==> src/rtl/sequential_multiplicator_arbiter.sv <==
// Round-robin front end sharing one sequential multiplier among NUM_REQ requesters.
// Optional WAIT watchdog enabled by defining SEQ_MUL_ARB_TIMEOUT_EN.
module sequential_multiplicator_arbiter #(
  parameter int WIDTH          = 8,
  parameter int NUM_REQ        = 4,
  parameter int ID_W           = 2,
  parameter int TIMEOUT_CYCLES = 64
) (
  input  logic                     clock,
  input  logic                     reset_in,
  input  logic [NUM_REQ-1:0]       req_valid_in,
  output logic [NUM_REQ-1:0]       req_ready_out,
  input  logic [NUM_REQ*WIDTH-1:0] req_multiplicand_in,
  input  logic [NUM_REQ*WIDTH-1:0] req_multiplier_in,
  output logic                     resp_valid_out,
  input  logic                     resp_ready_in,
  output logic [ID_W-1:0]          resp_id_out,
  output logic [2*WIDTH-1:0]       resp_product_out,
  output logic                     resp_overflow_out,
  output logic                     resp_error_out,
  output logic [WIDTH-1:0]         mul_multiplicand_out,
  output logic [WIDTH-1:0]         mul_multiplier_out,
  output logic                     mul_start_out,
  output logic                     mul_reset_out,
  input  logic                     mul_done_in,
  input  logic [2*WIDTH-1:0]       mul_product_in,
  input  logic                     mul_overflow_in
);

  typedef enum logic [1:0] {
    S_IDLE  = 2'd0,
    S_START = 2'd1,
    S_WAIT  = 2'd2,
    S_RESP  = 2'd3
  } state_t;

  if (NUM_REQ < 2 || TIMEOUT_CYCLES < 1 || (1 << ID_W) < NUM_REQ) begin : g_bad_params
    $error("sequential_multiplicator_arbiter: illegal parameter set");
  end

  state_t             state_q, state_d;
  logic [ID_W-1:0]    rr_q, rr_d;
  logic [ID_W-1:0]    id_q, id_d;
  logic [WIDTH-1:0]   mcand_q, mcand_d;
  logic [WIDTH-1:0]   mplier_q, mplier_d;
  logic               start_q, start_d;
  logic [2*WIDTH-1:0] product_q, product_d;
  logic               overflow_q, overflow_d;
  logic               resp_valid_q, resp_valid_d;
  logic               done_prev_q;

  logic               grant_found_s;
  logic [ID_W-1:0]    grant_idx_s;
  logic [ID_W-1:0]    cand_s;
  logic [WIDTH-1:0]   sel_mcand_s;
  logic [WIDTH-1:0]   sel_mplier_s;
  logic [NUM_REQ-1:0] req_ready_s;
  logic               done_rise_s;

  assign done_rise_s = mul_done_in & ~done_prev_q;

  // Round-robin search: first valid requester at or after the pointer, wrapping.
  always_comb begin
    grant_found_s = 1'b0;
    grant_idx_s   = '0;
    cand_s        = '0;
    for (int k = 0; k < NUM_REQ; k++) begin
      cand_s = ID_W'((int'(rr_q) + k) % NUM_REQ);
      if (!grant_found_s && req_valid_in[cand_s]) begin
        grant_found_s = 1'b1;
        grant_idx_s   = cand_s;
      end else begin
        grant_found_s = grant_found_s;
      end
    end
  end

  // Operand mux for the winning requester.
  always_comb begin
    sel_mcand_s  = '0;
    sel_mplier_s = '0;
    for (int k = 0; k < NUM_REQ; k++) begin
      if (grant_idx_s == ID_W'(k)) begin
        sel_mcand_s  = req_multiplicand_in[k*WIDTH +: WIDTH];
        sel_mplier_s = req_multiplier_in[k*WIDTH +: WIDTH];
      end else begin
        sel_mcand_s  = sel_mcand_s;
        sel_mplier_s = sel_mplier_s;
      end
    end
  end

  // Accept is combinational so the transfer completes on the grant edge.
  always_comb begin
    req_ready_s = '0;
    if (state_q == S_IDLE && grant_found_s) begin
      req_ready_s[grant_idx_s] = 1'b1;
    end else begin
      req_ready_s = '0;
    end
  end

`ifdef SEQ_MUL_ARB_TIMEOUT_EN
  localparam int CNT_W = $clog2(TIMEOUT_CYCLES + 1);

  logic [CNT_W-1:0] cnt_q, cnt_d;
  logic             abort_q, abort_d;
  logic             error_q, error_d;

  // Next-state and datapath with the WAIT watchdog.
  always_comb begin
    state_d      = state_q;
    rr_d         = rr_q;
    id_d         = id_q;
    mcand_d      = mcand_q;
    mplier_d     = mplier_q;
    start_d      = 1'b0;
    product_d    = product_q;
    overflow_d   = overflow_q;
    resp_valid_d = resp_valid_q;
    cnt_d        = cnt_q;
    abort_d      = 1'b0;
    error_d      = error_q;
    case (state_q)
      S_IDLE: begin
        if (grant_found_s) begin
          mcand_d  = sel_mcand_s;
          mplier_d = sel_mplier_s;
          id_d     = grant_idx_s;
          rr_d     = ID_W'((int'(grant_idx_s) + 1) % NUM_REQ);
          start_d  = 1'b1;
          state_d  = S_START;
        end else begin
          state_d = S_IDLE;
        end
      end
      S_START: begin
        cnt_d   = '0;
        state_d = S_WAIT;
      end
      S_WAIT: begin
        if (done_rise_s) begin
          product_d    = mul_product_in;
          overflow_d   = mul_overflow_in;
          error_d      = 1'b0;
          resp_valid_d = 1'b1;
          state_d      = S_RESP;
        end else if (cnt_q == CNT_W'(TIMEOUT_CYCLES - 1)) begin
          // Watchdog expiry: pulse the multiplier reset and report an error response.
          product_d    = '0;
          overflow_d   = 1'b0;
          error_d      = 1'b1;
          abort_d      = 1'b1;
          resp_valid_d = 1'b1;
          state_d      = S_RESP;
        end else begin
          cnt_d   = cnt_q + CNT_W'(1);
          state_d = S_WAIT;
        end
      end
      S_RESP: begin
        if (resp_ready_in) begin
          resp_valid_d = 1'b0;
          state_d      = S_IDLE;
        end else begin
          state_d = S_RESP;
        end
      end
      default: begin
        resp_valid_d = 1'b0;
        state_d      = S_IDLE;
      end
    endcase
  end

  // Watchdog registers.
  always_ff @(posedge clock or negedge reset_in) begin
    if (!reset_in) begin
      cnt_q   <= '0;
      abort_q <= 1'b0;
      error_q <= 1'b0;
    end else begin
      cnt_q   <= cnt_d;
      abort_q <= abort_d;
      error_q <= error_d;
    end
  end

  assign resp_error_out = error_q;
  assign mul_reset_out  = reset_in & ~abort_q;
`else
  // Next-state and datapath; WAIT lasts until the multiplier completes.
  always_comb begin
    state_d      = state_q;
    rr_d         = rr_q;
    id_d         = id_q;
    mcand_d      = mcand_q;
    mplier_d     = mplier_q;
    start_d      = 1'b0;
    product_d    = product_q;
    overflow_d   = overflow_q;
    resp_valid_d = resp_valid_q;
    case (state_q)
      S_IDLE: begin
        if (grant_found_s) begin
          mcand_d  = sel_mcand_s;
          mplier_d = sel_mplier_s;
          id_d     = grant_idx_s;
          rr_d     = ID_W'((int'(grant_idx_s) + 1) % NUM_REQ);
          start_d  = 1'b1;
          state_d  = S_START;
        end else begin
          state_d = S_IDLE;
        end
      end
      S_START: begin
        state_d = S_WAIT;
      end
      S_WAIT: begin
        if (done_rise_s) begin
          product_d    = mul_product_in;
          overflow_d   = mul_overflow_in;
          resp_valid_d = 1'b1;
          state_d      = S_RESP;
        end else begin
          state_d = S_WAIT;
        end
      end
      S_RESP: begin
        if (resp_ready_in) begin
          resp_valid_d = 1'b0;
          state_d      = S_IDLE;
        end else begin
          state_d = S_RESP;
        end
      end
      default: begin
        resp_valid_d = 1'b0;
        state_d      = S_IDLE;
      end
    endcase
  end

  assign resp_error_out = 1'b0;
  assign mul_reset_out  = reset_in;
`endif

  // Main state and datapath registers; done_prev samples every cycle for edge detection.
  always_ff @(posedge clock or negedge reset_in) begin
    if (!reset_in) begin
      state_q      <= S_IDLE;
      rr_q         <= '0;
      id_q         <= '0;
      mcand_q      <= '0;
      mplier_q     <= '0;
      start_q      <= 1'b0;
      product_q    <= '0;
      overflow_q   <= 1'b0;
      resp_valid_q <= 1'b0;
      done_prev_q  <= 1'b0;
    end else begin
      state_q      <= state_d;
      rr_q         <= rr_d;
      id_q         <= id_d;
      mcand_q      <= mcand_d;
      mplier_q     <= mplier_d;
      start_q      <= start_d;
      product_q    <= product_d;
      overflow_q   <= overflow_d;
      resp_valid_q <= resp_valid_d;
      done_prev_q  <= mul_done_in;
    end
  end

  assign req_ready_out        = req_ready_s;
  assign resp_valid_out       = resp_valid_q;
  assign resp_id_out          = id_q;
  assign resp_product_out     = product_q;
  assign resp_overflow_out    = overflow_q;
  assign mul_multiplicand_out = mcand_q;
  assign mul_multiplier_out   = mplier_q;
  assign mul_start_out        = start_q;

endmodule

==> config.mk <==
export PLATFORM = sky130hd
export DESIGN_NAME = sequential_multiplicator_arbiter
export DESIGN_NICKNAME = d
export VERILOG_FILES = /design/src/rtl/sequential_multiplicator_arbiter.sv
export SDC_FILE = /design/constraint.sdc
export NUM_CORES = 1
export LEC_CHECK = 0
export ABC_AREA = 1
export CAP_MARGIN = 20
export CORE_UTILIZATION = 40
export CTS_BUF_LIST = sky130_fd_sc_hd__clkbuf_4 sky130_fd_sc_hd__clkbuf_8
export DETAILED_ROUTE_END_ITERATION = 10
export MAX_ROUTING_LAYER = met4
export PLACE_DENSITY = 0.85
export RECOVER_POWER = 25
export SYNTH_ARGS = -nofsm -noshare
export SYNTH_HDL_FRONTEND = slang
export SYNTH_SLANG_ARGS = --single-unit
==> constraint.sdc <==
create_clock -name clock -period 3.1 [get_ports clock]
set_input_delay 0.465 -clock clock [delete_from_list [all_inputs] [get_ports clock]]
set_output_delay 0.465 -clock clock [all_outputs]
set_load 0.01 [all_outputs]
Word-level counts from Yosys, hierarchy flattened
Cells that the tools add are included.
{"block": "classes", "bitwise_logic": 2, "mux": 36, "n_lt_le_gt_ge": 6, "eq_ne": 8, "reduce_logical": 14, "add_sub_neg": 4}
{"op": "$mux 8", "count": 8}
{"op": "$lt 2x3->1 const B", "count": 5}
{"op": "$mux 1", "count": 15}
{"op": "$mux 2", "count": 5}
{"op": "$bmux 1 s2", "count": 4}
{"op": "$eq 2x2->1 const B", "count": 4}
{"op": "$pmux 2 s4", "count": 1}
{"op": "$logic_and 1x1->1", "count": 5}
{"op": "$add 2x1->2 const B", "count": 2}
{"op": "$add 2x2->2 const B", "count": 2}
{"op": "$eq 2x1->1 const B", "count": 2}
{"op": "$logic_not 2->1", "count": 2}
{"op": "$mux 4", "count": 1}
{"op": "$ne 2x2->1 const B", "count": 2}
{"op": "$reduce_and 2->1", "count": 2}
{"op": "$logic_not 1->1", "count": 3}
{"op": "$reduce_and 3->1", "count": 1}
{"op": "$demux 1 s2", "count": 1}
{"op": "$ge 2x1->1 const B", "count": 1}
{"op": "$pmux 1 s2", "count": 1}
{"op": "$reduce_bool 2->1", "count": 1}
{"op": "$and 1x1->1", "count": 1}
{"op": "$not 1->1", "count": 1}
{"block": "word_totals", "word_cells": 80, "register_bits": 42, "in_bits": 89}

Longest topological paths before layout
{"block": "depth", "depth_word": 17, "depth_mapped": 19}

Least setup slack after synthesis
OpenSTA, ideal clock, no wires.
{"block": "synth_timing", "kind": "flip-flop to output port", "start": "register rr_q[0]", "end": "output port req_ready_out[2]", "path_slack_ns": 0.545, "n_path_buf": 3, "stages_incl_launch_ff": 16, "t_arrival_ns": 2.090, "cell_sequence": "dfrtp_1 buf_4 nand2_1 nand2_1 nand2_2 nand2_2 nor2_4 nand3_1 nand3_1 nand2_1 inv_1 ha_1 clkbuf_1 inv_1 clkbuf_1 nor2_1"}
{"block": "synth_via", "elab_chain_cells": 17, "word_cells_on_any_way": 32, "classes_between": "add/sub (3); order compare (2); mux (19); reduce/logical (8)"}
{"element": "start, declared", "line_no": "42", "text": "logic [ID_W-1:0] rr_q, rr_d;"}
{"element": "start signal, assigned", "line_no": "263", "text": "rr_q <= rr_d;"}
{"element": "branches (longest 11 deep; another with $add 2x1->2)"}
{"element": "$mux 2 *", "line_no": "69", "text": "if (!grant_found_s && req_valid_in[cand_s]) begin"}
{"element": "via grant_idx_s[1]", "line_no": "53", "text": "logic [ID_W-1:0] grant_idx_s;"}
{"element": "$lt 2x3->1 (not written as such) / $ge 2x1->1 (equally long branches)", "line_no": "97", "text": "req_ready_s[grant_idx_s] = 1'b1;"}
{"element": "$logic_and 1x1->1 (not written as such)", "line_no": "97"}
{"element": "$mux 1 (not written as such)", "line_no": "97"}
{"element": "$demux 1 s2 *", "line_no": "97"}
{"element": "$mux 4 *", "line_no": "96", "text": "if (state_q == S_IDLE && grant_found_s) begin"}
{"element": "end, declared", "line_no": "12", "text": "output logic [NUM_REQ-1:0] req_ready_out,"}
Mark *: on every way through the listed nets, which the timed path passes. The select of a mux whose other input is x is not followed.

Final worst setup path
{"block": "layout_timing", "start": "input port req_valid_in[1]", "end": "register mcand_q[7], in the netlist mul_multiplicand_out[7]"}
{"block": "layout_via", "elab_chain_cells": 17, "word_cells_on_any_way": 31, "classes_between": "eq/ne (3); mux (20); reduce/logical (8)"}
{"element": "start, declared", "line_no": "11", "text": "input logic [NUM_REQ-1:0] req_valid_in,"}
{"element": "$bmux 1 s2", "line_no": "69"}
{"element": "$mux 1 (not written as such)", "line_no": "69"}
{"element": "$mux 1", "line_no": "69"}
{"element": "$logic_not 1->1", "line_no": "69"}
{"element": "$logic_and 1x1->1", "line_no": "69"}
{"element": "$mux 1", "line_no": "69"}
{"element": "$logic_not 1->1", "line_no": "69"}
{"element": "$logic_and 1x1->1", "line_no": "69"}
{"element": "$mux 1", "line_no": "69"}
{"element": "$logic_not 1->1", "line_no": "69"}
{"element": "$logic_and 1x1->1", "line_no": "69"}
{"element": "$mux 2", "line_no": "69"}
{"element": "$logic_not 2->1", "line_no": "83", "text": "if (grant_idx_s == ID_W'(k)) begin"}
{"element": "$mux 8 (4 in a row)", "line_no": "83"}
{"element": "end signal, assigned", "line_no": "265", "text": "mcand_q <= mcand_d;"}
{"element": "end, declared", "line_no": "44", "text": "logic [WIDTH-1:0] mcand_q, mcand_d;"}
Parallel ways exist; a longest one is shown, timed or not. The select of a mux whose other input is x is not followed.
A chain may end at the register's enable or synchronous reset.

==> metrics.md <==
| Metric | Value |
|---|---|
| Status | `complete, but fails checks` |
| Failing checks | `max-capacitance violations, max-slew violations` |
| Worst hold path cell count | `2` |
| Crit-path most repeated cell | `nand2_1` |
| Yosys warning count | `0` |
| Syn_area_per_cell | `7.73 um2` |
| Layout cells sized above 1 | `12.3%` |
| Post-DP HPWL | `5.47 mm` |
| Hold EP | `mul_multiplier_out[1]` |
| R2r endpoint | `mul_multiplicand_out[7]` |
| WL/cell | `13.6 um` |
| Commonest non-fill, non-tap cells in the layout | `nand2_1, clkdlybuf4s50_1, dfrtp_1` |
| #FFs+latches synth | `42` |
| Minimum clock period | `2.90 ns` |
| Slowest stage delay, CP | `0.45 ns` |
| CTS tree | `yes` |
| Leak | `0.00184 uW` |
| Sequential Area | `1050 um2` |
| Total global-route track usage | `23.1%` |
| Net switching power | `2130 uW` |
| Vias in the first global route | `2,490` |
| First drt pass iteration count | `4` |
| Logic gate share of total power | `70.9%` |
| Syn Inst Count | `313` |
| Critical Path End Type | `flop` |
| Num rows | `27` |
| Internal reg-to-reg setup slack | `0.26 ns` |
| Sequential share of the synthesized area | `43.4%` |
| Total power | `4560 uW` |
| H-tree depth | `2` |
| Die Height | `79.8 um` |
| Area Overhead vs Synth | `61.2%` |
| Post-place setup slack | `-0.0454 ns` |
| Reg-to-Reg Start | `rr_q[0]` |
| Sequential share of power | `21.0%` |
| Worst-path clk slew | `0.07 ns` |
| DRC viols | `0` |
| Die area | `6360 um2` |
| Fraction of power spent switching nets | `46.7%` |
| Core Util, Final | `68.7%` |
| Die Wd | `79.8 um` |
| Crit path DAT | `3.13 ns` |
| Initial core utilization | `42.6%` |
| Commonest non-fill, non-tap cell in the layout | `nand2_1` |
| Int Power | `2430 uW` |
| Least-Margin Pin Slew | `2.16 ns` |
| Unrepaired setup endpoints after global routing | `true` |
| R2r worst-path depth | `20` |
| Placed cells | `509` |
| Clk pwr share | `8.0%` |
| Hold_sp | `mul_multiplier_out[1]` |
| CTS Hold Buffers Added | `0` |
| Clock sinks | `42` |
| CTS Buf Count | `5` |
| Clock latency on the worst-skew pair | `0.29 ns` |
| PortBufs | `130` |
| WL final | `7.07 mm` |
| Slew Limit Headroom | `-43.8%` |
| Final hold violations | `0` |
| Multi-input gate area in the final layout | `1200 um2` |
| Mapped Nets | `406` |
| Core Area | `5680 um2` |
| Fin. max-slew vios | `43` |
| Final Worst Setup Slack | `0.195 ns` |
| DRT iter0 DRCs | `121` |
| Critical path's top delay family | `simple AND/OR/NAND/NOR gates` |
| Initial antenna violation count | `1` |
| Pwr Density | `1170 nW/um2` |
| Largest net degree at the start of global routing | `43` |
| Tcrit/Tclk final | `93.7%` |
| # nets final | `539` |
| Peak supply drop | `0.623 mV` |
| Worst min-delay path category | `reg2reg` |
| Root buf cell | `clkbuf_8` |
| Worst EP required | `3.33 ns` |
| Fmax | `344 MHz` |
| First-pass GRT wire length | `11.0 mm` |
| Fillers | `488` |
| Worst-path maximum fanout | `17` |
| Critical Path Slowest Stage Cell | `clkdlybuf4s50_1` |
| Post-synth cell types | `25` |
| Fin area | `3900 um2` |
| Vias per cell | `4.94` |
| RD Place Congestion | `0.876` |
| Buffer and inverter count on the worst path | `5` |
| # IOs | `132` |
| CTS Buffer Depth | `2` |
| # setup viols final | `0` |
| DP Area | `3780 um2` |
| Crit path cell chain | `clkdlybuf4s50_1, inv_1, nand2_1, nand3_1, nand2_2, nor2_4, nand3_1, nand3_1, nand2_2, buf_4, ha_1, buf_4, nor2_2, buf_4, nand2_1, nand2_1, o21ai_0, o21ai_0, nand2_1, nand2_1` |
| Startpoint Class | `primary input` |
| Vias | `2,571` |
| Final non-filler cell total | `520` |
| Maxcap violations | `1` |
| Gr ovfl total | `0` |
| Clock Skew | `0.00358 ns` |
| CP Class | `in2reg` |
| Post-Syn Area | `2420 um2` |
| Routed Antenna Nets | `0` |
flip-flops by register name (all words and copies together) (netlist names):
name and count:
done_prev_q 1, mul_multiplicand_out 8, mul_multiplier_out 8, mul_start_out 1, resp_id_out 2, resp_overflow_out 1, resp_product_out 16, resp_valid_out 1
rr_q 2, state_q 2
per-stage QoR:
stage	hold WS [ns]	TNS (ns)
detailed placement	0.472	-0.102
global route	0.514	-0.0609
finish	0.484	0
floorplan	0.169	0
CTS	0.272	0
global placement	0.465	0
synthesized netlist by cell type:
cell / n / area share [%]
a21oi_1: 16 / 3.3
nand3_2: 3 / 1.2
nand3_1: 10 / 2.1
buf_2: 3 / 0.62
inv_2: 2 / 0.31
nand2_1: 131 / 20
inv_4: 1 / 0.26
buf_4: 3 / 0.93
clkbuf_1: 7 / 1.1
conb_1: 1 / 0.15
o21ai_1: 9 / 1.9
ha_1: 4 / 2.1
nand2_2: 6 / 1.6
o21ai_2: 1 / 0.36
buf_6: 4 / 1.9
nand2_4: 1 / 0.47
nor2_2: 1 / 0.26
nand4_1: 1 / 0.26
nor2_4: 1 / 0.47
dfrtp_1: 42 / 43
o21ai_0: 28 / 5.8
o211ai_1: 1 / 0.31
mux2_2: 17 / 7.9
inv_1: 14 / 2.2
nor2_1: 6 / 0.93
routing by layer:
metal	vias up	wire length (um)	track usage [%]
li1	1265	-	-
met1	1188	2990	27.0
met2	106	3490	38.8
met3	12	478	6.51
met4	0	116	6.61
met5	-	0	-
worst max path at each step:
stage                     cells after the start  slack [ns]                       to            start
after floorplan                              15        0.54         req_ready_out[2]          rr_q[0]
after detailed placement                     14       -0.05         req_ready_out[2]  req_valid_in[0]
after CTS                                    13        0.03         req_ready_out[1]  req_valid_in[2]
after global placement                       14        0.05         req_ready_out[2]  req_valid_in[1]
final                                        20        0.20  mul_multiplicand_out[7]  req_valid_in[1]
after global routing                         20       -0.04  mul_multiplicand_out[7]  req_valid_in[0]
power groups by stage:
stage	combinational, uW	clock, uW	sequential (uW)
after floorplan	1900	0	1050
after global placement	3080	0	955
after detailed placement	3170	0	963
after CTS	3180	375	959
after global routing	3630	401	991
final	3230	366	959
cell type report:
cell class                      instances  area share (%)
Tap cell                               72            2.31
Clock inverter                          1           0.128
Sequential cell                        42            26.9
Multi-Input combinational cell        237            30.8
Antenna cell                            1          0.0641
Clock buffer                            7            2.31
Timing Repair Buffer                  143            35.8
Inverter                               17            1.70
cells by family (layout without fill, tap and decap cells):
| family | after synthesis | in the layout | share of synthesized area [%] |
|---|---|---|---|
| buffers and inverters | 34 | 168 | 7.24 |
| other | 1 | 2 | 0.155 |
| adders and majority gates | 4 | 4 | 2.07 |
| AOI/OAI and AO/OA | 55 | 55 | 11.6 |
| and+or+nand+nor | 160 | 160 | 27.6 |
| muxes | 17 | 17 | 7.91 |
| DFF | 42 | 42 | 43.4 |
worst reg2reg max path: cells and delay by family, from the launching register on:
family	cells	cell delay, ns
buffers and inverters	4	0.68
and+or+nand+nor	13	1.18
AOI/OAI and AO/OA	2	0.32
adders and majority gates	1	0.21
DFF	1	0.40
what timing repair did:
item                       CTS  global route
setup buffers                0             2
setup endpoints to repair    3             2
gates resized for setup      3             6
pin swaps                    0             2
Power figures use the tool's default switching activity.
